File: config.mk
export PLATFORM = sky130hd
export DESIGN_NAME = dds_sweep_ctrl
export DESIGN_NICKNAME = d
export VERILOG_FILES = /design/src/rtl/dds_sweep_ctrl.sv
export SDC_FILE = /design/constraint.sdc
export NUM_CORES = 1
export LEC_CHECK = 0
export ABC_AREA = 1
export CAP_MARGIN = 30
export CORE_ASPECT_RATIO = 1.1
export CORE_UTILIZATION = 60
export CTS_BUF_LIST = sky130_fd_sc_hd__clkbuf_8
export CTS_CLUSTER_SIZE = 12
export DETAILED_ROUTE_END_ITERATION = 10
export PLACE_DENSITY = 0.83
export SYNTH_ARGS = -nofsm -noshare
export SYNTH_HDL_FRONTEND = slang
export SYNTH_SLANG_ARGS = --single-unit
File: constraint.sdc
create_clock -name clk_i -period 5.2 [get_ports clk_i]
set_clock_uncertainty 0.05 [all_clocks]
set_input_delay 1.3 -clock clk_i [delete_from_list [all_inputs] [get_ports clk_i]]
set_output_delay 1.3 -clock clk_i [all_outputs]
set_load 0.02 [all_outputs]
File: src/rtl/dds_sweep_ctrl.sv
// dds_sweep_ctrl: sample strobe, shadow regs, commit FSM, linear chirp.
// In: clk_i rst_i wr_en_i wr_addr_i wr_data_i phase_wrap_i; Out: sample_tick_o tuning_word_o wave_sel_o acc_clr_o sweep_active_o sweep_done_o
module dds_sweep_ctrl #(
  parameter int TUNE  = 16,
  parameter int DIV   = 14,
  parameter int DWELL = 8
) (
  input  logic            clk_i,
  input  logic            rst_i,
  input  logic            wr_en_i,
  input  logic [2:0]      wr_addr_i,
  input  logic [7:0]      wr_data_i,
  input  logic            phase_wrap_i,
  output logic            sample_tick_o,
  output logic [TUNE-1:0] tuning_word_o,
  output logic [2:0]      wave_sel_o,
  output logic            acc_clr_o,
  output logic            sweep_active_o,
  output logic            sweep_done_o
);
  localparam int CW = $clog2(DIV);
  localparam logic [CW-1:0] CNT_MAX = CW'(DIV - 1);

  typedef enum logic [1:0] {
    S_IDLE,
    S_PEND,
    S_SWEEP
  } state_e;

  state_e          state_q, state_d;
  logic [CW-1:0]   cnt_q, cnt_d;
  logic            tick;

  logic [15:0]     tw_sh_q, step_sh_q, end_sh_q;
  logic [2:0]      sel_sh_q;
  logic            sync_q, commit_q, go_q, stop_q;
  logic            clr_req_q;
  logic            ctrl_wr;

  logic [TUNE-1:0] tw_q, tw_d;
  logic [2:0]      sel_q, sel_d;
  logic [DWELL-1:0] dwell_q, dwell_d;
  logic            load_q, load_d;
  logic            done_q, done_d;

  logic [TUNE:0]   sum;
  logic [TUNE:0]   end_ext;
  logic            hit_end;
  logic [TUNE-1:0] nxt;

  assign tick    = (cnt_q == CNT_MAX);
  assign cnt_d   = tick ? '0 : cnt_q + 1'b1;
  assign ctrl_wr = wr_en_i && (wr_addr_i == 3'd3);

  // Step computed one bit wider so the clamp to END never sees a wrap.
  assign sum     = {1'b0, tw_q} + {1'b0, step_sh_q[TUNE-1:0]};
  assign end_ext = {1'b0, end_sh_q[TUNE-1:0]};
  assign hit_end = (sum >= end_ext);
  assign nxt     = hit_end ? end_sh_q[TUNE-1:0] : sum[TUNE-1:0];

  always_ff @(posedge clk_i) begin
    if (rst_i) begin
      cnt_q     <= '0;
      tw_sh_q   <= '0;
      step_sh_q <= '0;
      end_sh_q  <= '0;
      sel_sh_q  <= '0;
      sync_q    <= 1'b0;
      commit_q  <= 1'b0;
      go_q      <= 1'b0;
      stop_q    <= 1'b0;
      clr_req_q <= 1'b0;
    end else begin
      cnt_q     <= cnt_d;
      commit_q  <= ctrl_wr & wr_data_i[0];
      go_q      <= ctrl_wr & wr_data_i[1];
      stop_q    <= ctrl_wr & wr_data_i[2];
      if (ctrl_wr) begin
        sync_q <= wr_data_i[3];
      end
      // Request consumed by the tick it fires on; a new one arms the next.
      clr_req_q <= (clr_req_q & ~tick) | (ctrl_wr & wr_data_i[4]);
      if (wr_en_i) begin
        case (wr_addr_i)
          3'd0:    tw_sh_q[7:0]    <= wr_data_i;
          3'd1:    tw_sh_q[15:8]   <= wr_data_i;
          3'd2:    sel_sh_q        <= wr_data_i[2:0];
          3'd4:    step_sh_q[7:0]  <= wr_data_i;
          3'd5:    step_sh_q[15:8] <= wr_data_i;
          3'd6:    end_sh_q[7:0]   <= wr_data_i;
          3'd7:    end_sh_q[15:8]  <= wr_data_i;
          default: ;
        endcase
      end
    end
  end

  always_ff @(posedge clk_i) begin
    if (rst_i) begin
      state_q <= S_IDLE;
      tw_q    <= '0;
      sel_q   <= '0;
      dwell_q <= '0;
      load_q  <= 1'b0;
      done_q  <= 1'b0;
    end else begin
      state_q <= state_d;
      tw_q    <= tw_d;
      sel_q   <= sel_d;
      dwell_q <= dwell_d;
      load_q  <= load_d;
      done_q  <= done_d;
    end
  end

  always_comb begin
    state_d = state_q;
    tw_d    = tw_q;
    sel_d   = sel_q;
    dwell_d = dwell_q;
    load_d  = load_q;
    done_d  = 1'b0;
    case (state_q)
      S_IDLE: begin
        if (!stop_q) begin
          if (commit_q) begin
            state_d = S_PEND;
          end else if (go_q) begin
            // Start word is loaded on the next tick edge.
            state_d = S_SWEEP;
            load_d  = 1'b1;
          end
        end
      end
      S_PEND: begin
        if (tick && (!sync_q || phase_wrap_i)) begin
          tw_d    = tw_sh_q[TUNE-1:0];
          sel_d   = sel_sh_q;
          state_d = S_IDLE;
        end
      end
      S_SWEEP: begin
        if (stop_q) begin
          state_d = S_IDLE;
          load_d  = 1'b0;
        end else if (commit_q) begin
          state_d = S_PEND;
          load_d  = 1'b0;
        end else if (tick) begin
          if (load_q) begin
            tw_d    = tw_sh_q[TUNE-1:0];
            dwell_d = '0;
            load_d  = 1'b0;
          end else if (dwell_q == '1) begin
            dwell_d = '0;
            tw_d    = nxt;
            if (hit_end) begin
              done_d  = 1'b1;
              state_d = S_IDLE;
            end
          end else begin
            dwell_d = dwell_q + 1'b1;
          end
        end
      end
      default: state_d = S_IDLE;
    endcase
  end

  assign sample_tick_o  = tick;
  assign tuning_word_o  = tw_q;
  assign wave_sel_o     = sel_q;
  assign acc_clr_o      = clr_req_q & tick;
  assign sweep_active_o = (state_q == S_SWEEP);
  assign sweep_done_o   = done_q;

endmodule

==> impl_metrics.sql, run 1 <==
INSERT INTO impl_metrics (metric_group, metric, value, unit) VALUES
('logic_synthesis', 'post_synth_num_cell_types', '41', ''),
('pwr', 'power_density', '289', 'nW/um^2'),
('worst_setup_path', 'setup.worst_path.end_class', 'flip-flop', ''),
('global_route', 'initial_antenna_violation_count', '0', ''),
('worst_setup_path', 'worst-path-max-fanout', '18', ''),
('sta', 'setup_violating_endpoint_count_in_the_final_report', '0', ''),
('layout', 'multiInputGateArea', '2790', 'sq um'),
('sta', 'worst-slew-pin-transition', '0.706', 'ns'),
('clock_tree', 'clkSlewWorstSetupHoldPaths', '0.09', 'ns'),
('job', 'maxCapViolCount', '0', ''),
('worst_setup_path', 'rr_worst_depth', '21', ''),
('layout', 'layout.filler_cells', '686', ''),
('floorplan', 'rows', '34', ''),
('detailed_routing', 'post_drt_via_cell_ratio', '5.65', ''),
('floorplan', 'fp.coreArea', '8040', 'sq um'),
('clock_tree', 'postCtsHoldBufs', '0', ''),
('worst_hold_path', 'holdCritPathClass', 'flip-flop to flip-flop', ''),
('detailed_routing', 'drt_wl_total', '13200', 'um'),
('place', 'detailedPlacementHpwl', '9760', 'um'),
('clock_tree', 'clockBufferDepth', '2', ''),
('sta', 'post-route-min-period', '3.90', 'ns'),
('layout', 'mostFrequentLayoutCells', '109 x nor2_1, 101 x nand2_1, 91 x dfxtp_1', ''),
('layout', 'mostFrequentLayoutCell', 'nor2_1', ''),
('layout', 'seq_area', '1820', 'sq um'),
('place', 'globalplace.congestion', '0.918', ''),
('detailed_routing', 'remaining_drc_errors', '0', ''),
('worst_hold_path', 'worstHoldPathCells', '1', ''),
('worst_setup_path', 'path_delay_family', 'simple AND/OR/NAND/NOR gates', ''),
('clock_tree', 'root_buffer', 'clkbuf_8', ''),
('worst_setup_path', 'critical_path_class', 'flip-flop to flip-flop', ''),
('floorplan', 'die-width', '89.5', 'um'),
('sta', 'timing.max_slew.rel_slack', '0.528', ''),
('sta', 'maxClockFrequency', '0.257', 'GHz'),
('clock_tree', 'cts_num_sinks', '91', ''),
('worst_setup_path', 'startpoint_type', 'flip-flop', ''),
('sta', 'final_max_slew_viol_count', '0', ''),
('worst_setup_path', 'critical-path-max-stage-delay', '0.41', 'ns'),
('clock_tree', 'cts_resized', '0', ''),
('worst_hold_path', 'min-delay-start', 'cnt_q[0]', ''),
('logic_synthesis', 'post_synthesis_instance_area', '5050', 'sq um'),
('global_route', 'global_route_wire_length_before_repair', '21300', 'um'),
('outcome', 'status', 'finished, final reports clean', ''),
('logic_synthesis', 'synthesis.yosys.warnings', '0', ''),
('pwr', 'power.static_leakage', '2.65', 'nW'),
('logic_synthesis', 'synth-seq-area-share', '0.361', ''),
('worst_setup_path', 'crit_chain', 'ha_1, fa_1, nand3_1, nand3_1, a21oi_1, inv_1, nand3_1, nand3_1, nand2_1, inv_1, ha_1, nand2_1, nor3_1, nand3b_1, nand2_1, a21oi_2, nand2_2, nand2_1, nand2_1, a21oi_1, nor2_1', ''),
('global_route', 'grt_pass1_vias', '4501', ''),
('layout', 'nNetsFinal', '794', ''),
('logic_synthesis', 'flip_flop_and_latch_count_after_synthesis', '91', ''),
('worst_setup_path', 'crit-reg2reg-launch', 'tuning_word_o[0]', ''),
('layout', 'diodes', '0', ''),
('floorplan', 'floorplan.initialDensity', '0.628', ''),
('sta', 'final.period_utilization', '0.749', ''),
('logic_synthesis', 'postSynthCellCount', '712', ''),
('place', 'port_buffers', '37', ''),
('detailed_routing', 'drtIter0Drc', '360', ''),
('floorplan', 'i_o_pins', '38', ''),
('detailed_routing', 'dr_pass1_iterations', '5', ''),
('clock_tree', 'clkLatencyLatePin', '0.36', 'ns'),
('layout', 'area_growth_syn_to_fin', '12.5', '%'),
('worst_setup_path', 'crit-reg2reg-capture', 'state_q[1]', ''),
('worst_setup_path', 'critPathBufInv', '2', ''),
('clock_tree', 'clock_tree.htree_level_count', '3', ''),
('global_route', 'grt_max_degree', '71', ''),
('layout', 'postLayoutCoreUtil', '0.707', ''),
('global_route', 'grt_use_total', '0.316', ''),
('worst_hold_path', 'min_delay_worst_endpoint', 'cnt_q[0]', ''),
('sta', 'grt_setup_unrepaired', 'false', ''),
('global_route', 'grt_overflow_total', '0', ''),
('floorplan', 'die-area', '8790', 'sq um'),
('logic_synthesis', 'synth_fp_nets', '763', '');
==> per-layer routing <==
| layer | vias up | GRT usage | wire [um] |
|---|---|---|---|
| met5 | - | 0 | 0 |
| met4 | 0 | 0.127 | 464 |
| met3 | 35 | 0.0397 | 812 |
| met2 | 180 | 0.517 | 6220 |
| met1 | 2209 | 0.418 | 5730 |
| li1 | 2415 | - | - |
==> Yosys cell counts, drive strengths merged <==
master / count / area, sq um
nor2: 113 / 462
nand2: 104 / 408
dfxtp: 91 / 1820
inv: 88 / 340
a21oi: 85 / 433
o21ai: 81 / 417
nand3: 49 / 255
ha: 35 / 438
clkbuf: 12 / 45.0
nor3: 11 / 66.3
xor2: 10 / 87.6
buf: 7 / 55.1
nand3b: 6 / 45.0
o21bai: 3 / 22.5
a21boi: 2 / 15.0
a21o: 2 / 15.0
nand4: 2 / 12.5
or2: 2 / 12.5
xnor2: 2 / 17.5
a211oi: 1 / 7.51
a221oi: 1 / 8.76
a32oi: 1 / 8.76
a41oi: 1 / 8.76
fa: 1 / 20.0
o21a: 1 / 7.51
o22ai: 1 / 20.0
==> worst max path at each step <==
stage,startpoint,endpoint,cells past startpoint
finish,tuning_word_o[0],state_q[1],21
CTS,tuning_word_o[0],tuning_word_o[11],23
floorplan,tuning_word_o[0],tuning_word_o[0],22
detailed placement,tuning_word_o[0],state_q[1],23
global placement,tuning_word_o[0],tuning_word_o[10],23
global route,tuning_word_o[0],tuning_word_o[14],24
==> where the power goes <==
group / internal [mW] / switching (mW)
Sequential: 0.721 / 0.0235
Combinational: 0.116 / 0.269
Clock: 0.251 / 0.260
==> metrics by stage <==
step / std cells / hold slack (ns) / area, sq um / setup WS (ns)
after global routing: 856 / 0.457 / 5680 / 0.848
final: 856 / 0.428 / 5680 / 1.30
after floorplan: 712 / 0.380 / 5050 / 2.04
after global placement: 840 / 0.398 / 5470 / 1.56
after detailed placement: 840 / 0.413 / 5470 / 1.38
after CTS: 856 / 0.434 / 5680 / 1.37
==> kinds of logic after synthesis <==
| family | synth area share |
|---|---|
| AOI/OAI and AO/OA | 0.191 |
| xor gates and xnor gates | 0.0208 |
| buffers and inverters | 0.0872 |
| DFF | 0.361 |
| and+or+nand+nor | 0.250 |
| adders and majority gates | 0.0907 |
==> layout make-up <==
cell class / instances / area share
clock inverter: 5 / 0.0108
multi-input combinational: 514 / 0.491
sequential: 91 / 0.321
clock buffer: 11 / 0.0266
tap: 108 / 0.0238
timing repair buffer: 39 / 0.0678
inverter: 88 / 0.0599
==> sequential cells by signal, summed over array words and instances (netlist names), 2 cells and up <==
name / cells
tuning_word_o: 16
dwell_q: 8
tw_sh_q: 16
end_sh_q: 16
cnt_q: 4
step_sh_q: 16
wave_sel_o: 3
sel_sh_q: 3
state_q: 2
No activity file was read; power rests on OpenSTA's default activity.
==> run 2: changes to the inputs <==
CORE_UTILIZATION = 55   (was 60)
PLACE_DENSITY = 0.81   (was 0.83)
clock period = 3.4 ns   (was 5.2 ns; I/O delays follow)
==> run 2 against run 1 <==
Compared with the run above: sequential share of layout area shrank 1.1 points; flip-flop and latch count is the same; combinational power grew 72%; register-to-register slack lost 1.2 ns; critical endpoint is now tuning_word_o[12]; largest power group unchanged.
==> impl_metrics.sql, run 2 (synthesized netlist as in run 1, its figures left out) <==
INSERT INTO impl_metrics (metric_group, metric, value, unit) VALUES
('clock_tree', 'clkLatencyLatePin', '0.36', 'ns'),
('worst_setup_path', 'crit_path_start', 'tuning_word_o[2]', ''),
('sta', 'hold_viol', '0', ''),
('layout', 'seq_area', '1820', 'sq um'),
('floorplan', 'die_span_in_y', '102', 'um'),
('global_route', 'grt_use_total', '0.298', ''),
('global_route', 'grt_pass1_vias', '4582', ''),
('detailed_routing', 'num_vias', '4950', ''),
('layout', 'area_growth_syn_to_fin', '16.6', '%'),
('pwr', 'power_density', '435', 'nW/um^2'),
('sta', 'setup_violating_endpoint_count_in_the_final_report', '0', ''),
('layout', 'nNetsFinal', '807', ''),
('clock_tree', 'clockBufferDepth', '2', ''),
('clock_tree', 'cts_tree', 'done', ''),
('global_route', 'grt_overflow_total', '0', ''),
('sta', 'final.period_utilization', '0.962', ''),
('sta', 'fin_ws', '0.130', 'ns'),
('pwr', 'switching_share_of_power', '0.348', ''),
('layout', 'mostFrequentLayoutCells', '108 x nor2_1, 98 x nand2_1, 91 x dfxtp_1', ''),
('clock_tree', 'clock_tree.htree_level_count', '3', ''),
('worst_setup_path', 'crit_chain', 'ha_1, a21oi_1, nand2_1, buf_4, a21o_1, xor2_1, inv_1, ha_1, nand2_1, nor2_2, nand3_1, nand3b_1, nand2_1, a21oi_2, buf_4, nand3_1, nand3_1, a21oi_2', ''),
('worst_setup_path', 'rr_worst_depth', '18', ''),
('pwr', 'comb_power_share', '0.259', ''),
('floorplan', 'i_o_pins', '38', ''),
('sta', 'final_max_slew_viol_count', '0', ''),
('clock_tree', 'numCtsBuffers', '9', ''),
('global_route', 'global_route_wire_length_before_repair', '21900', 'um'),
('detailed_routing', 'drt_wl_total', '13800', 'um'),
('place', 'port_buffers', '37', ''),
('floorplan', 'rows', '36', ''),
('layout', 'layout.cell_area.non_filler', '5890', 'sq um'),
('pwr', 'power_switching', '0.890', 'mW'),
('worst_setup_path', 'startpoint_type', 'flip-flop', ''),
('worst_setup_path', 'cp_arrival', '3.47', 'ns'),
('worst_setup_path', 'worst-path-max-fanout', '10', ''),
('worst_setup_path', 'crit-reg2reg-launch', 'tuning_word_o[2]', ''),
('global_route', 'grt_max_degree', '79', ''),
('worst_hold_path', 'min_delay_worst_endpoint', 'sync_q', ''),
('worst_setup_path', 'crit-reg2reg-capture', 'tuning_word_o[12]', ''),
('job', 'maxCapViolCount', '0', ''),
('layout', 'diodes', '0', ''),
('pwr', 'vdd.ir_drop.worst', '243', 'uV'),
('layout', 'mostFrequentLayoutCell', 'nor2_1', ''),
('clock_tree', 'clkSlewWorstSetupHoldPaths', '0.09', 'ns'),
('detailed_routing', 'remaining_drc_errors', '0', ''),
('detailed_routing', 'final_ant_viol_nets', '0', ''),
('worst_setup_path', 'critical_path.slowest_cell', 'ha_1', ''),
('sta', 'grt_setup_unrepaired', 'true', ''),
('layout', 'post_route_cells_drive_above_1_share', '0.0946', ''),
('sta', 'tns', '0', 'ns'),
('sta', 'timing.max_slew.rel_slack', '0.494', ''),
('pwr', 'clkPwrFrac', '0.295', ''),
('clock_tree', 'root_buffer', 'clkbuf_8', ''),
('layout', 'multiInputGateArea', '2890', 'sq um'),
('pwr', 'seq_power_share', '0.446', ''),
('floorplan', 'floorplan.initialDensity', '0.569', ''),
('detailed_routing', 'route.detailed.wl_per_inst', '15.7', 'um'),
('detailed_routing', 'drtIter0Drc', '294', ''),
('worst_setup_path', 'worst_ep_required_time', '3.60', 'ns'),
('place', 'globalplace.congestion', '0.926', ''),
('place', 'placement.cell_area', '5560', 'sq um'),
('floorplan', 'fp.coreArea', '8870', 'sq um'),
('place', 'place_worst_setup_slack', '-0.0526', 'ns'),
('clock_tree', 'postCtsHoldBufs', '0', ''),
('worst_hold_path', 'holdCritPathClass', 'flip-flop to flip-flop', ''),
('outcome', 'status', 'finished, final reports clean', ''),
('worst_setup_path', 'critical-path-max-stage-delay', '0.38', 'ns'),
('clock_tree', 'cts_num_sinks', '91', ''),
('detailed_routing', 'dr_pass1_iterations', '7', ''),
('pwr', 'intPower', '1.67', 'mW'),
('global_route', 'initial_antenna_violation_count', '0', ''),
('layout', 'layout.filler_cells', '763', ''),
('detailed_routing', 'post_drt_via_cell_ratio', '5.66', ''),
('sta', 'worst-slew-pin-transition', '0.759', 'ns'),
('worst_setup_path', 'rrSetupSlack', '0.13', 'ns'),
('place', 'detailedPlacementHpwl', '9970', 'um'),
('floorplan', 'die-area', '9570', 'sq um'),
('pwr', 'power.static_leakage', '2.73', 'nW'),
('worst_setup_path', 'setup.worst_path.end_class', 'flip-flop', ''),
('worst_setup_path', 'critical_path_class', 'flip-flop to flip-flop', ''),
('sta', 'maxClockFrequency', '0.306', 'GHz'),
('worst_hold_path', 'min-delay-start', 'sync_q', ''),
('worst_hold_path', 'worstHoldPathCells', '2', ''),
('floorplan', 'die-width', '93.4', 'um'),
('sta', 'post-route-min-period', '3.27', 'ns');
[run 2: power groups by stage]
| stage | logic, mW | clock network, mW | registers (mW) |
|---|---|---|---|
| 2_1_floorplan | 0.447 | 0 | 1.16 |
| 3_3_place_gp | 0.575 | 0 | 1.16 |
| 3_5_place_dp | 0.599 | 0 | 1.16 |
| 4_1_cts | 0.604 | 0.767 | 1.14 |
| 5_1_grt | 0.723 | 0.815 | 1.15 |
| 6_report | 0.663 | 0.755 | 1.14 |
[run 2: cell type report]
type                            count  area share
Clock buffer                        9      0.0210
Clock inverter                      7      0.0127
Inverter                           88      0.0578
Multi-Input combinational cell    515       0.491
Sequential cell                    91       0.309
Tap cell                          114      0.0242
Timing Repair Buffer               51      0.0835
[run 2: per-layer routing]
metal  wire length [um]  GRT usage  vias up
met4                615      0.186        0
met2               6570      0.504      180
met3                790     0.0383       40
met5                  0          0        -
met1               5790      0.362     2301
li1                   -          -     2429
[run 2: through the flow]
step | hold slack, ns | cells | power, mW | utilization
floorplan | 0.380 | 712 | 1.60 | -
CTS | 0.409 | 871 | 2.51 | 0.650
global placement | 0.395 | 855 | 1.74 | 0.626
global route | 0.438 | 875 | 2.68 | 0.664
finish | 0.406 | 875 | 2.56 | 0.664
detailed placement | 0.395 | 855 | 1.76 | 0.626
[run 2: worst max-delay path, delay by kind of cell (launching register included)]
kind	cells	cell delay (ns)
and+or+nand+nor	8	0.74
adders and majority gates	2	0.65
AOI/OAI and AO/OA	4	0.65
buffers and inverters	3	0.48
DFF	1	0.35
xor gates and xnor gates	1	0.24
[run 2: worst max-delay path by stage]
stage,to,slack (ns)
after detailed placement,tuning_word_o[10],-0.05
after global placement,tuning_word_o[14],0.10
after CTS,state_q[0],0.02
after floorplan,tuning_word_o[0],0.24
after global routing,state_q[0],-0.03
final,tuning_word_o[12],0.13
[run 2: what timing repair did]
action,CTS,global route
resized for setup,3,23
setup endpoints to repair,17,19
gates cloned,0,1
pin swaps,1,5
setup buffers,0,3
